==> src/rtl/uart_pkg.sv <==
// uart_pkg: register map indices, interrupt bit positions and reset values shared by the UART CSR bank.
// Latency: n/a (declarations only).
// Backpressure: n/a.
package uart_pkg;

    // Word indices of the CSR map.
    localparam int IDX_CTRL       = 0;
    localparam int IDX_STATUS     = 1;
    localparam int IDX_TX_DATA    = 2;
    localparam int IDX_RX_DATA    = 3;
    localparam int IDX_BAUD_DIV   = 4;
    localparam int IDX_INT_ENABLE = 5;
    localparam int IDX_INT_STATUS = 6;
    localparam int IDX_FIFO_CTRL  = 7;
    localparam int IDX_RX_TIMEOUT = 8;
    localparam int REG_NUM        = 9;

    // Interrupt vector width and bit positions.
    localparam int INT_W = 6;

    typedef enum logic [2:0] {
        INT_TX_LOW   = 3'd0,
        INT_RX_HIGH  = 3'd1,
        INT_FRAME    = 3'd2,
        INT_OVERRUN  = 3'd3,
        INT_TX_DROP  = 3'd4,
        INT_RX_TMO   = 3'd5
    } int_bit_e;

    // Reset values.
    localparam logic [1:0]       CTRL_RST       = 2'b00;
    localparam int               BAUD_DIV_RST   = 4;
    localparam logic [INT_W-1:0] INT_EN_RST     = '0;
    localparam logic [INT_W-1:0] INT_STATUS_RST = '0;
    localparam int               TX_WM_RST      = 0;
    localparam int               RX_WM_RST      = 1;
    localparam int               RX_TIMEOUT_RST = 0;

endpackage

==> src/rtl/uart_rx_timeout.sv <==
// uart_rx_timeout: counts RX bit periods while the RX FIFO holds data and nothing moves; one-shot flag at threshold.
// Latency: o_set is combinational from the count; it is high for one cycle per idle period.
// Backpressure: none; i_clear restarts the count and re-arms the one-shot.
// Ports: i_threshold (0 disables), i_clear (idle period ends), i_tick (one per bit period), o_set (interrupt set pulse).
module uart_rx_timeout #(
    parameter int TIMEOUT_WIDTH = 8
) (
    input  logic                     clk,
    input  logic                     rst_n,
    input  logic [TIMEOUT_WIDTH-1:0] i_threshold,
    input  logic                     i_clear,
    input  logic                     i_tick,
    output logic                     o_set
);

    logic [TIMEOUT_WIDTH-1:0] r_count;
    logic                     r_fired;
    logic                     w_hit;

    // Compare with >= so that lowering the threshold below the current count still fires.
    assign w_hit = (i_threshold != '0) && (r_count >= i_threshold);
    assign o_set = w_hit & ~r_fired & ~i_clear;

    always_ff @(posedge clk or negedge rst_n) begin
        if (!rst_n) begin
            r_count <= '0;
            r_fired <= 1'b0;
        end else if (i_clear) begin
            r_count <= '0;
            r_fired <= 1'b0;
        end else begin
            // Saturate at the threshold.
            if (i_tick && (r_count < i_threshold)) begin
                r_count <= r_count + 1'b1;
            end
            if (w_hit) begin
                r_fired <= 1'b1;
            end
        end
    end

endmodule

==> src/rtl/uart_csr_bank.sv <==
// uart_csr_bank: CSR bank between the AXI-lite register slave and the UART TX/RX/FIFO/baud datapath.
// Latency: reads combinational while reg_ren is high; writes land on the next clk; FIFO reset pulses one cycle after the write.
// Backpressure: none on the register port; a TX_DATA write while disabled or full is dropped and raises INT[4].
// Optional: define UART_RX_TIMEOUT_EN to add the RX_TIMEOUT register (index 8) and the INT[5] character timeout.
// Ports: reg_* register slave side; tx_*/rx_* FIFO side; frame/overrun error pulses; baud_*, *_fifo_reset, irq to datapath.
// FIFO level fields sit in single byte lanes, so LVL_W must not exceed 8.
module uart_csr_bank
    import uart_pkg::*;
#(
    parameter  int DATA_WIDTH     = 32,
    parameter  int REG_ADDR_WIDTH = 4,
    parameter  int BAUD_DIV_WIDTH = 16,
    parameter  int FIFO_DEPTH     = 16,
    parameter  int TIMEOUT_WIDTH  = 8,
    localparam int LVL_W          = $clog2(FIFO_DEPTH + 1)
) (
    input  logic                      clk,
    input  logic                      rst_n,
    input  logic [REG_ADDR_WIDTH-1:0] reg_addr,
    input  logic [DATA_WIDTH-1:0]     reg_wdata,
    input  logic [DATA_WIDTH/8-1:0]   reg_wstrb,
    input  logic                      reg_wen,
    input  logic                      reg_ren,
    output logic [DATA_WIDTH-1:0]     reg_rdata,
    output logic                      reg_error,
    output logic [7:0]                tx_wr_data,
    output logic                      tx_wr_en,
    input  logic                      tx_empty,
    input  logic                      tx_full,
    input  logic                      tx_active,
    input  logic [LVL_W-1:0]          tx_level,
    input  logic [7:0]                rx_rd_data,
    output logic                      rx_rd_en,
    input  logic                      rx_empty,
    input  logic                      rx_full,
    input  logic                      rx_active,
    input  logic [LVL_W-1:0]          rx_level,
    input  logic                      rx_push,
    input  logic                      rx_bit_tick,
    input  logic                      frame_error,
    input  logic                      overrun_error,
    output logic [BAUD_DIV_WIDTH-1:0] baud_divisor,
    output logic                      baud_enable,
    output logic                      tx_fifo_reset,
    output logic                      rx_fifo_reset,
    output logic                      irq
);

`ifdef UART_RX_TIMEOUT_EN
    localparam logic [INT_W-1:0] INT_MASK = 6'h3F;
`else
    localparam logic [INT_W-1:0] INT_MASK = 6'h1F;
`endif

    // Registers.
    logic [1:0]                r_ctrl;
    logic [BAUD_DIV_WIDTH-1:0] r_baud;
    logic [INT_W-1:0]          r_int_en;
    logic [INT_W-1:0]          r_int_status;
    logic [LVL_W-1:0]          r_tx_wm;
    logic [LVL_W-1:0]          r_rx_wm;
    logic                      r_frm_sticky;
    logic                      r_ovr_sticky;
    logic                      r_tx_low_q;
    logic                      r_rx_high_q;
    logic                      r_tx_fifo_reset;
    logic                      r_rx_fifo_reset;

    // Decode and byte-lane mask.
    logic [REG_NUM-1:0]        w_sel;
    logic [DATA_WIDTH-1:0]     w_bmask;
    logic                      w_wr_ctrl, w_wr_baud, w_wr_inten, w_wr_fctl;
    logic [1:0]                w_ctrl_nxt;
    logic [BAUD_DIV_WIDTH-1:0] w_baud_mrg;
    logic [INT_W-1:0]          w_inten_nxt;
    logic [LVL_W-1:0]          w_txwm_nxt, w_rxwm_nxt;
    logic                      w_tx_push_req, w_tx_drop;
    logic                      w_tx_low, w_rx_high, w_tmo_set;
    logic [INT_W-1:0]          w_int_set, w_int_clr;
    logic [DATA_WIDTH-1:0]     w_rdata;
    logic                      w_unused;

    always_comb begin
        for (int i = 0; i < REG_NUM; i++) begin
            w_sel[i] = (reg_addr == REG_ADDR_WIDTH'(i));
        end
        for (int b = 0; b < DATA_WIDTH/8; b++) begin
            w_bmask[b*8 +: 8] = {8{reg_wstrb[b]}};
        end
    end

    assign w_wr_ctrl  = reg_wen & w_sel[IDX_CTRL];
    assign w_wr_baud  = reg_wen & w_sel[IDX_BAUD_DIV];
    assign w_wr_inten = reg_wen & w_sel[IDX_INT_ENABLE];
    assign w_wr_fctl  = reg_wen & w_sel[IDX_FIFO_CTRL];

    // Byte-lane merges: only lanes with a strobe take the write data.
    assign w_ctrl_nxt  = (r_ctrl & ~w_bmask[1:0]) | (reg_wdata[1:0] & w_bmask[1:0]);
    assign w_baud_mrg  = (r_baud & ~w_bmask[BAUD_DIV_WIDTH-1:0])
                       | (reg_wdata[BAUD_DIV_WIDTH-1:0] & w_bmask[BAUD_DIV_WIDTH-1:0]);
    assign w_inten_nxt = ((r_int_en & ~w_bmask[INT_W-1:0])
                       | (reg_wdata[INT_W-1:0] & w_bmask[INT_W-1:0])) & INT_MASK;
    assign w_txwm_nxt  = (r_tx_wm & ~w_bmask[8 +: LVL_W]) | (reg_wdata[8 +: LVL_W] & w_bmask[8 +: LVL_W]);
    assign w_rxwm_nxt  = (r_rx_wm & ~w_bmask[16 +: LVL_W]) | (reg_wdata[16 +: LVL_W] & w_bmask[16 +: LVL_W]);

    // TX push / RX pop.
    assign w_tx_push_req = reg_wen & w_sel[IDX_TX_DATA] & reg_wstrb[0];
    assign tx_wr_en      = w_tx_push_req & r_ctrl[0] & ~tx_full;
    assign w_tx_drop     = w_tx_push_req & ~tx_wr_en;
    assign tx_wr_data    = reg_wdata[7:0];
    assign rx_rd_en      = reg_ren & w_sel[IDX_RX_DATA] & r_ctrl[1] & ~rx_empty;

    // Watermark conditions use the stored watermark, so a watermark write is seen the cycle after.
    assign w_tx_low  = (tx_level <= r_tx_wm);
    assign w_rx_high = (rx_level >= r_rx_wm);

`ifdef UART_RX_TIMEOUT_EN
    logic [TIMEOUT_WIDTH-1:0] r_rx_timeout;
    logic [TIMEOUT_WIDTH-1:0] w_tmo_nxt;
    logic                     w_tmo_clear;

    assign w_tmo_nxt   = (r_rx_timeout & ~w_bmask[TIMEOUT_WIDTH-1:0])
                       | (reg_wdata[TIMEOUT_WIDTH-1:0] & w_bmask[TIMEOUT_WIDTH-1:0]);
    assign w_tmo_clear = rx_push | rx_rd_en | rx_empty | ~r_ctrl[1] | r_rx_fifo_reset;

    always_ff @(posedge clk or negedge rst_n) begin
        if (!rst_n) begin
            r_rx_timeout <= TIMEOUT_WIDTH'(RX_TIMEOUT_RST);
        end else if (reg_wen && w_sel[IDX_RX_TIMEOUT]) begin
            r_rx_timeout <= w_tmo_nxt;
        end
    end

    uart_rx_timeout #(
        .TIMEOUT_WIDTH (TIMEOUT_WIDTH)
    ) u_rx_timeout (
        .clk         (clk),
        .rst_n       (rst_n),
        .i_threshold (r_rx_timeout),
        .i_clear     (w_tmo_clear),
        .i_tick      (rx_bit_tick),
        .o_set       (w_tmo_set)
    );
`else
    assign w_tmo_set = 1'b0;
`endif

    always_comb begin
        w_int_set              = '0;
        w_int_set[INT_TX_LOW]  = w_tx_low & ~r_tx_low_q;
        w_int_set[INT_RX_HIGH] = w_rx_high & ~r_rx_high_q;
        w_int_set[INT_FRAME]   = frame_error;
        w_int_set[INT_OVERRUN] = overrun_error;
        w_int_set[INT_TX_DROP] = w_tx_drop;
        w_int_set[INT_RX_TMO]  = w_tmo_set;
    end

    assign w_int_clr = (reg_wen & w_sel[IDX_INT_STATUS] & reg_wstrb[0]) ? reg_wdata[INT_W-1:0] : '0;

    always_ff @(posedge clk or negedge rst_n) begin
        if (!rst_n) begin
            r_ctrl          <= CTRL_RST;
            r_baud          <= BAUD_DIV_WIDTH'(BAUD_DIV_RST);
            r_int_en        <= INT_EN_RST;
            r_int_status    <= INT_STATUS_RST;
            r_tx_wm         <= LVL_W'(TX_WM_RST);
            r_rx_wm         <= LVL_W'(RX_WM_RST);
            r_frm_sticky    <= 1'b0;
            r_ovr_sticky    <= 1'b0;
            r_tx_low_q      <= 1'b0;
            r_rx_high_q     <= 1'b0;
            r_tx_fifo_reset <= 1'b0;
            r_rx_fifo_reset <= 1'b0;
        end else begin
            if (w_wr_ctrl) begin
                r_ctrl <= w_ctrl_nxt;
            end
            // A zero divisor would stall the baud generator; store 1 instead.
            if (w_wr_baud) begin
                r_baud <= (w_baud_mrg == '0) ? BAUD_DIV_WIDTH'(1) : w_baud_mrg;
            end
            if (w_wr_inten) begin
                r_int_en <= w_inten_nxt;
            end
            if (w_wr_fctl) begin
                r_tx_wm <= w_txwm_nxt;
                r_rx_wm <= w_rxwm_nxt;
            end
            r_tx_fifo_reset <= w_wr_fctl & reg_wstrb[0] & reg_wdata[0];
            r_rx_fifo_reset <= w_wr_fctl & reg_wstrb[0] & reg_wdata[1];
            // Set has priority over a same-cycle W1C.
            r_int_status    <= ((r_int_status & ~w_int_clr) | w_int_set) & INT_MASK;
            r_frm_sticky    <= (r_frm_sticky & ~w_int_clr[INT_FRAME]) | frame_error;
            r_ovr_sticky    <= (r_ovr_sticky & ~w_int_clr[INT_OVERRUN]) | overrun_error;
            r_tx_low_q      <= w_tx_low;
            r_rx_high_q     <= w_rx_high;
        end
    end

    // Read mux.
    always_comb begin
        w_rdata = '0;
        if (reg_ren) begin
            if (w_sel[IDX_CTRL]) begin
                w_rdata = DATA_WIDTH'(r_ctrl);
            end
            if (w_sel[IDX_STATUS]) begin
                w_rdata[7:0]        = {r_ovr_sticky, r_frm_sticky, rx_active, tx_active,
                                       rx_full, rx_empty, tx_full, tx_empty};
                w_rdata[8 +: LVL_W]  = tx_level;
                w_rdata[16 +: LVL_W] = rx_level;
            end
            if (w_sel[IDX_RX_DATA] && rx_rd_en) begin
                w_rdata = DATA_WIDTH'(rx_rd_data);
            end
            if (w_sel[IDX_BAUD_DIV]) begin
                w_rdata = DATA_WIDTH'(r_baud);
            end
            if (w_sel[IDX_INT_ENABLE]) begin
                w_rdata = DATA_WIDTH'(r_int_en);
            end
            if (w_sel[IDX_INT_STATUS]) begin
                w_rdata = DATA_WIDTH'(r_int_status);
            end
            if (w_sel[IDX_FIFO_CTRL]) begin
                w_rdata[8 +: LVL_W]  = r_tx_wm;
                w_rdata[16 +: LVL_W] = r_rx_wm;
            end
`ifdef UART_RX_TIMEOUT_EN
            if (w_sel[IDX_RX_TIMEOUT]) begin
                w_rdata = DATA_WIDTH'(r_rx_timeout);
            end
`endif
        end
    end

    assign reg_rdata     = w_rdata;
    assign reg_error     = (reg_wen | reg_ren) & ~(|w_sel);
    assign baud_divisor  = r_baud;
    assign baud_enable   = |r_ctrl;
    assign tx_fifo_reset = r_tx_fifo_reset;
    assign rx_fifo_reset = r_rx_fifo_reset;
    assign irq           = |(r_int_status & r_int_en);

    // Data bits outside implemented fields, and the timeout inputs in builds without the timeout.
    assign w_unused = ^{reg_wdata, w_bmask, rx_bit_tick, rx_push};

endmodule

==> config.mk <==
export PLATFORM = sky130hd
export DESIGN_NAME = uart_csr_bank
export DESIGN_NICKNAME = d
export VERILOG_FILES = /design/src/rtl/uart_pkg.sv /design/src/rtl/uart_rx_timeout.sv /design/src/rtl/uart_csr_bank.sv
export SDC_FILE = /design/constraint.sdc
export NUM_CORES = 1
export LEC_CHECK = 0
export CORE_MARGIN = 10
export CORE_UTILIZATION = 38
export CTS_CLUSTER_DIAMETER = 40
export CTS_CLUSTER_SIZE = 30
export DETAILED_ROUTE_END_ITERATION = 16
export PLACE_DENSITY_LB_ADDON = 0.25
export SYNTH_ARGS = -nofsm -noshare
export SYNTH_HDL_FRONTEND = slang
export SYNTH_HIERARCHICAL = 1
export SYNTH_SLANG_ARGS = --single-unit
==> constraint.sdc <==
create_clock -name clk -period 1.6 [get_ports clk]
set_input_delay 0.16 -clock clk [delete_from_list [all_inputs] [get_ports clk]]
set_output_delay 0.16 -clock clk [all_outputs]
set_load 0.005 [all_outputs]
After elaboration in Yosys (flattened, before gate mapping)
Index checks and enable logic that the tools add are counted.

storage, ports and cells
  register bits after elaboration = 44
  input port bits = 72
  output and inout port bits = 63
  logic and storage cells = 97

cells by class
  $lt $le $gt $ge = 2
  equal/unequal tests = 8
  muxes and demuxes = 12
  bitwise operators = 57
  reductions and logical operators = 6

operators with widths
  kind                  number
  $mux W32              5
  $and A5 B5 Y5         8
  $and A16 B16 Y16      2
  $and A1 B1 Y1         22
  $mux W5               4
  $not A5 Y5            4
  $or A5 B5 Y5          4
  $eq A4 B3 Y1 const B  4
  $logic_not A16 Y1     1
  $mux W16              1
  $not A16 Y16          1
  $or A16 B16 Y16       1
  $mux W13              1
  $reduce_or A9 Y1      1
  $eq A4 B2 Y1 const B  2
  $not A1 Y1            8
  $reduce_or A6 Y1      1
  $ge A5 B5 Y1          1
  $le A5 B5 Y1          1
  $and A2 B2 Y2         2
  $eq A4 B1 Y1 const B  1
  $eq A4 B4 Y1 const B  1
  $logic_not A4 Y1      1
  $or A1 B1 Y1          3
  5 further kinds       5

Depth between registers and ports, before layout
Gate-level depths: netlist of run 1.

  depth in word-level cells = 11
  gate-level depth with buffers = 6
  mapped depth without buffers = 6

Worst setup path after synthesis of run 1
Ideal clock, no wire load.

  kind = flip-flop to flip-flop
  start point = reg with a tool-made name
  end point = reg r_int_status[1]
  setup time = 0.126 ns
  data arrival time = 1.365 ns
  data required time = 1.474 ns
  slack = 0.109 ns
  cell stages (with the launch flop) = 6
  buffers on the path = 0
  clock period less this slack = 1.491 ns
  path through = dfstp_2 ha_1 nand2b_1 a21oi_1 o21ai_0 a221o_1

RTL lines
  item                  RTL line              source
  end signal, assigned  uart_csr_bank.sv:192  r_int_status <= ((r_int_status & ~w_int_clr) | w_int_set) & INT_MASK;
  end, declared         uart_csr_bank.sv:59   logic [INT_W-1:0] r_int_status;

==> results_dict.tcl, run 1 <==
set metrics [dict create \
    outcome "finished with violations" \
    violations "setup timing" \
    postLayoutCellArea_um2 4890 \
    ant_nets 0 \
    via_per_inst 5.20 \
    seq_area_frac_synth_pct 37.5 \
    vdd_drop_max_uv 480 \
    clock_latency_ps 290 \
    nets 551 \
    die_width_um 108 \
    rsz0062_at_grt "yes" \
    place.gp.congestion 0.945 \
    drcViolationCount 0 \
    final_max_slew_viol_count 0 \
    cts_max_level 2 \
    synth_ff_type "dfrtp_1" \
    holdCritPathClass "in2reg" \
    overflow 0 \
    hold_viol 0 \
    dp_hpwl_um 8140 \
    synth_area_um2 2940 \
    synthArstFlopShare_pct 100 \
    setup_viol 8 \
    cts_buffers 5 \
    place_ws_ps -770 \
    synth-edff-count 0 \
    crit_type "reg2out" \
    portBuffers 109 \
    power_density_nw_per_um2 737 \
    start_util_pct 38.5 \
    synth_seq_cells 44 \
    grt_pass1_vias 3235 \
    num_vias 2972 \
    fp.coreArea_um2 7650 \
    cts_tree "yes" \
    row_count 32 \
    synthDistinctLibCells 52 \
    grt_max_degree 45 \
    leakagePower_nw 2.24 \
    ios 135 \
    grt_pass1_wl_um 17100 \
    crit_arrival_ps 1680 \
    first_pass_iters 4 \
    cts-root-buf "clkbuf_8" \
    max_slew_margin_pct 61.0 \
    grt_antenna_before_repair 0 \
    finalCritPeriodShare_pct 115 \
    crit_fanout 5 \
    critPathCaptureType "primary output" \
    max_freq_mhz 544 \
    die_h_um 108 \
    wl_per_cell_um 19.4 \
    post-route-min-period_ps 1840 \
    clk_pin_slew_worst_paths_ps 80 \
    worst_slack_ps -237 \
    postSynthCellCount 289 \
    n_antenna_cell 0 \
    routed_wl_um 11100 \
    clock_sinks 44 \
    tightest_slew_ps 584 \
    max-clock-path-buffers 2 \
    cp.required_ps 1440 \
    synth.avg_cell_area_um2 10.2 \
    drtIter0Drc 132 \
    worst_setup_path_start_kind "flop" \
    setup-tns-final_ps -1320 \
    maxCapViolations 0 \
    dpl-instance-area_um2 4440 \
    grt_usage_pct 18.4 \
    area_growth_pct 66.1 \
    yosysWarnings 6 \
    fin_skew_ps 8.75 \
    die_area_um2 11700 \
    drive_gt1_share_pct 40.7 \
]
## area by class of cell
class,count,area (µm²)
clock buffers,6,72.6
clock inverters,1,30.0
fillers,630,2760
inverters,12,45.0
multi-input cells,208,1760
flip-flops and latches,44,1100
well taps,102,128
repair buffers,198,1750
## final timing paths
| kind | startpoint | to | slack [ps] | depth (start not counted) |
|---|---|---|---|---|
| setup / recovery | flop | reg_rdata[5] | -240 | 6 |
| hold / removal | reg_wdata[7] | baud_divisor[7] | 270 | 3 |
| setup reg to reg | baud_divisor[3] | baud_divisor[0] | 30 | 5 |
| hold reg to reg | r_frm_sticky | r_frm_sticky | 520 | 1 |
| max in group asynchronous | rst_n | baud_divisor[11] | 700 | 3 |
| min in group asynchronous | rst_n | async pin | 480 | 3 |
## cells by family after synthesis
logic type,count (synthesis),synth area share (%)
flip-flops,44,37.5
adder cells (fa/ha/maj),10,4.25
multiplexers,41,16.4
AO/OA/AOI/OAI,63,15.7
AND/OR/NAND/NOR,83,16.4
other,1,0.127
buffers and inverters,47,9.57
## through the flow
step	hold slack (ps)	total power [mW]	cells	utilization [%]
6_report	271	3.60	571	63.9
5_1_grt	295	3.81	571	63.9
4_1_cts	457	3.60	567	62.9
3_5_place_dp	287	2.71	536	58.0
3_3_place_gp	281	2.68	536	58.0
2_1_floorplan	-136	2.00	299	-
## report_power, final
group	switching [mW]	internal [mW]
registers	0.168	1.30
logic	0.501	0.793
clock network	0.377	0.458
## cells in the final DEF (no fill, tap or decap), types with 6 or more instances in the layout
| cell type | Yosys | routed |
|---|---|---|
| buf_4 | 21 | 76 |
| clkdlybuf4s50_1 | 0 | 73 |
| dfrtp_1 | 42 | 41 |
| mux2_2 | 26 | 26 |
| nor2_1 | 17 | 17 |
| nand2_1 | 15 | 14 |
| buf_2 | 9 | 13 |
| a22oi_1 | 14 | 12 |
| inv_1 | 11 | 11 |
| conb_1 | 1 | 11 |
| buf_6 | 2 | 11 |
| ha_1 | 10 | 10 |
| mux2_4 | 8 | 8 |
| a21oi_1 | 10 | 7 |
| a21o_1 | 7 | 7 |
| mux2i_1 | 7 | 7 |
| a22o_1 | 6 | 6 |
| nor3_1 | 8 | 6 |
| and3_1 | 8 | 6 |
| dlygate4sd2_1 | 0 | 6 |
## per-layer routing
layer | part of all wire [%] | global-route usage (%)
met3 | 8.1 | 5.47
met1 | 41 | 22.0
met5 | 0 | 0
met4 | 4.1 | 8.11
met2 | 46 | 30.0
## Yosys cell counts, drive strengths merged, types with 4 or more instances
cell type	n	area (µm²)
nor2	18	70.1
ha	10	125
dfrtp	42	1050
a21oi	10	50.1
mux2i	7	70.1
mux2	34	413
nor3	10	66.3
a22o	6	52.6
a22oi	14	105
o21ai	4	20.0
and3	8	50.1
inv	11	41.3
nor2b	8	60.1
nand2	16	62.6
a221oi	5	43.8
nand3	5	25.0
buf	32	225
o22ai	5	31.3
a21o	7	52.6
## worst max-delay path, stage by stage (launching register included)
cell and delay [ps]:
dfrtp_1 400, and4_4 170, and2_4 160, buf_4 140, a221oi_4 320, nor3_2 80
clkbuf_2 120
## what timing repair did
action / 4_1_cts / 5_1_grt
gates resized for setup: 124 / 30
buffers inserted: 20 / 5
cloned: 3 / 0
pin swaps: 19 / 11
hold endpoints to repair: 42 / 0
setup endpoints to repair: 63 / 39
hold buffers: 1 / 0
Note: power is estimated with default switching activity, not from simulation.
==> inputs of run 2 (changes only) <==
CORE_MARGIN = unset   (was 10)
SETUP_SLACK_MARGIN = 0.3   (was unset)
==> run 2 against run 1 <==
Sequential cell count unchanged; the run still ends with setup timing left; setup slack improved by 48 ps; critical path depth is 1 lower; via count is 6.9% higher; non-clock buffer count is 24 higher; clock skew down 4.7 ps; critical endpoint is now reg_rdata[4]; sequential power about the same; combinational power grew 21%; cell area rose by 9.4%; clock power fell by 8.7%; sequential share of layout area decreased by 1.9 points; clock-buffer cell count did not move.
==> results_dict.tcl, run 2 (same netlist as run 1, synthesis figures left out) <==
set metrics [dict create \
    ios 135 \
    grt_pass1_vias 3382 \
    die_area_um2 8100 \
    nets 575 \
    violations "setup timing" \
    clock_sinks 44 \
    grt_usage_pct 27.6 \
    multi_input_area_um2 1960 \
    cts-root-buf "clkbuf_8" \
    final_cell_mix "buf_4, clkdlybuf4s50_1, dfrtp_1, buf_6, dlygate4sd2_1" \
    post-route-min-period_ps 1790 \
    grt_max_degree 18 \
    clock_latency_ps 300 \
    num_vias 3177 \
    holdCritPathClass "in2async" \
    final_cell_count_no_fill 593 \
    power_density_nw_per_um2 709 \
    combPwrFrac_pct 41.1 \
    switching_share_pct 31.7 \
    outcome "finished with violations" \
    cts_buffers 5 \
    drtIter0Drc 167 \
    ant_nets 0 \
    drive_gt1_share_pct 52.2 \
    rsz0062_at_grt "yes" \
    worst_slack_ps -189 \
    worst_setup_path_start_kind "flop" \
    maxCapViolations 0 \
    seqPwrFrac_pct 38.8 \
    final_max_slew_viol_count 0 \
    max-clock-path-buffers 2 \
    dp_hpwl_um 7450 \
    overflow 0 \
    grt_antenna_before_repair 0 \
    crit_type "reg2out" \
    first_pass_iters 4 \
    setup_viol 10 \
    crit_fanout 6 \
    max_slew_margin_pct 65.1 \
    vdd_drop_max_uv 452 \
    final_common_cell "buf_4" \
    die_width_um 90.0 \
    die_h_um 90.0 \
    critPathCaptureType "primary output" \
    tightest_slew_ps 524 \
    hold_viol 0 \
    n_antenna_cell 0 \
    p_int_mw 2.59 \
    row_count 31 \
    area_growth_pct 81.8 \
    dp_cells 530 \
    switchingPower_mw 1.20 \
    fill_cells 493 \
    grt_pass1_wl_um 17500 \
    clk_pin_slew_worst_paths_ps 90 \
    seq_area_um2 1100 \
    wl_per_cell_um 19.4 \
    start_util_pct 39.9 \
    max_freq_mhz 559 \
    setup-tns-final_ps -1280 \
    fp.coreArea_um2 7370 \
    cts_tree "yes" \
    leakagePower_nw 2.52 \
    drcViolationCount 0 \
    clockPowerShare_pct 20.1 \
    fin_skew_ps 4.08 \
    portBuffers 109 \
    cp.required_ps 1440 \
    finalCritPeriodShare_pct 112 \
    crit_arrival_ps 1630 \
    place_ws_ps -757 \
    cts_max_level 2 \
    place.gp.congestion 0.911 \
    via_per_inst 5.36 \
    routed_wl_um 11500 \
]
[run 2: cell count changes in the layout (fill, tap and decap cells not counted), sizes merged, moves of 2 or more]
cell,previous run,this run
dlygate4sd2,6,27
clkdlybuf4s15,7,4
clkdlybuf4s50,73,47
buf,103,141
clkinvlp,0,2
clkbuf,12,6
[run 2: what timing repair did]
item,in CTS,in global routing
setup buffers,45,8
hold buffers,1,0
pin swaps,53,36
endpoints found under the hold margin,14,0
resized for setup,243,36
gates cloned,1,0
endpoints found under the setup margin,91,60
[run 2: final timing paths]
path / startpoint / endpoint / slack, ps / cells past startpoint
hold / removal: rst_n / baud_divisor[5] / 310 / 2
hold reg to reg: r_frm_sticky / r_frm_sticky / 540 / 1
setup reg to reg: flop / r_int_status[1] / 30 / 6
min in group clk: reg_wdata[5] / baud_divisor[5] / 360 / 3
max in group asynchronous: rst_n / baud_divisor[2] / 680 / 3
setup / recovery: flop / reg_rdata[4] / -190 / 5
[run 2: critical path, stage by stage (launching register included)]
cell and delay, ps:
dfrtp_1 380, and4_4 240, and2_4 210, nand2_2 70, a221oi_2 280, buf_2 160
[run 2: metrics by stage]
step / area (µm²) / power, mW / utilization (%) / hold slack [ps]
detailed placement: 4480 / 2.70 / 60.8 / 106
global route: 5350 / 3.98 / 72.6 / 333
global placement: 4480 / 2.67 / 60.8 / 92.8
floorplan: 3090 / 2.04 / - / -136
CTS: 5130 / 3.67 / 69.7 / 304
finish: 5350 / 3.79 / 72.6 / 314
[run 2: power by group through the flow]
stage | clock (mW) | combinational (mW) | sequential (mW)
2_1_floorplan | 0 | 0.589 | 1.45
3_3_place_gp | 0 | 1.18 | 1.48
3_5_place_dp | 0 | 1.21 | 1.49
4_1_cts | 0.786 | 1.43 | 1.45
5_1_grt | 0.825 | 1.66 | 1.49
6_report | 0.763 | 1.56 | 1.47
[run 2: layout make-up]
type | instances | area share [%]
well taps | 99 | 2.32
clock buffers | 6 | 1.54
repair buffers | 222 | 37.6
multi-input cells | 208 | 36.7
inverters | 12 | 0.866
clock inverters | 2 | 0.281
flip-flops and latches | 44 | 20.7
[run 2: layer usage]
layer  GRT usage [%]  vias to the layer above  wire (µm)
met5               0                        -          0
met4            10.6                        0        324
met3            6.18                       30        779
met2            47.5                      171       5720
met1            33.6                     1537       4670
li1                -                     1439          -
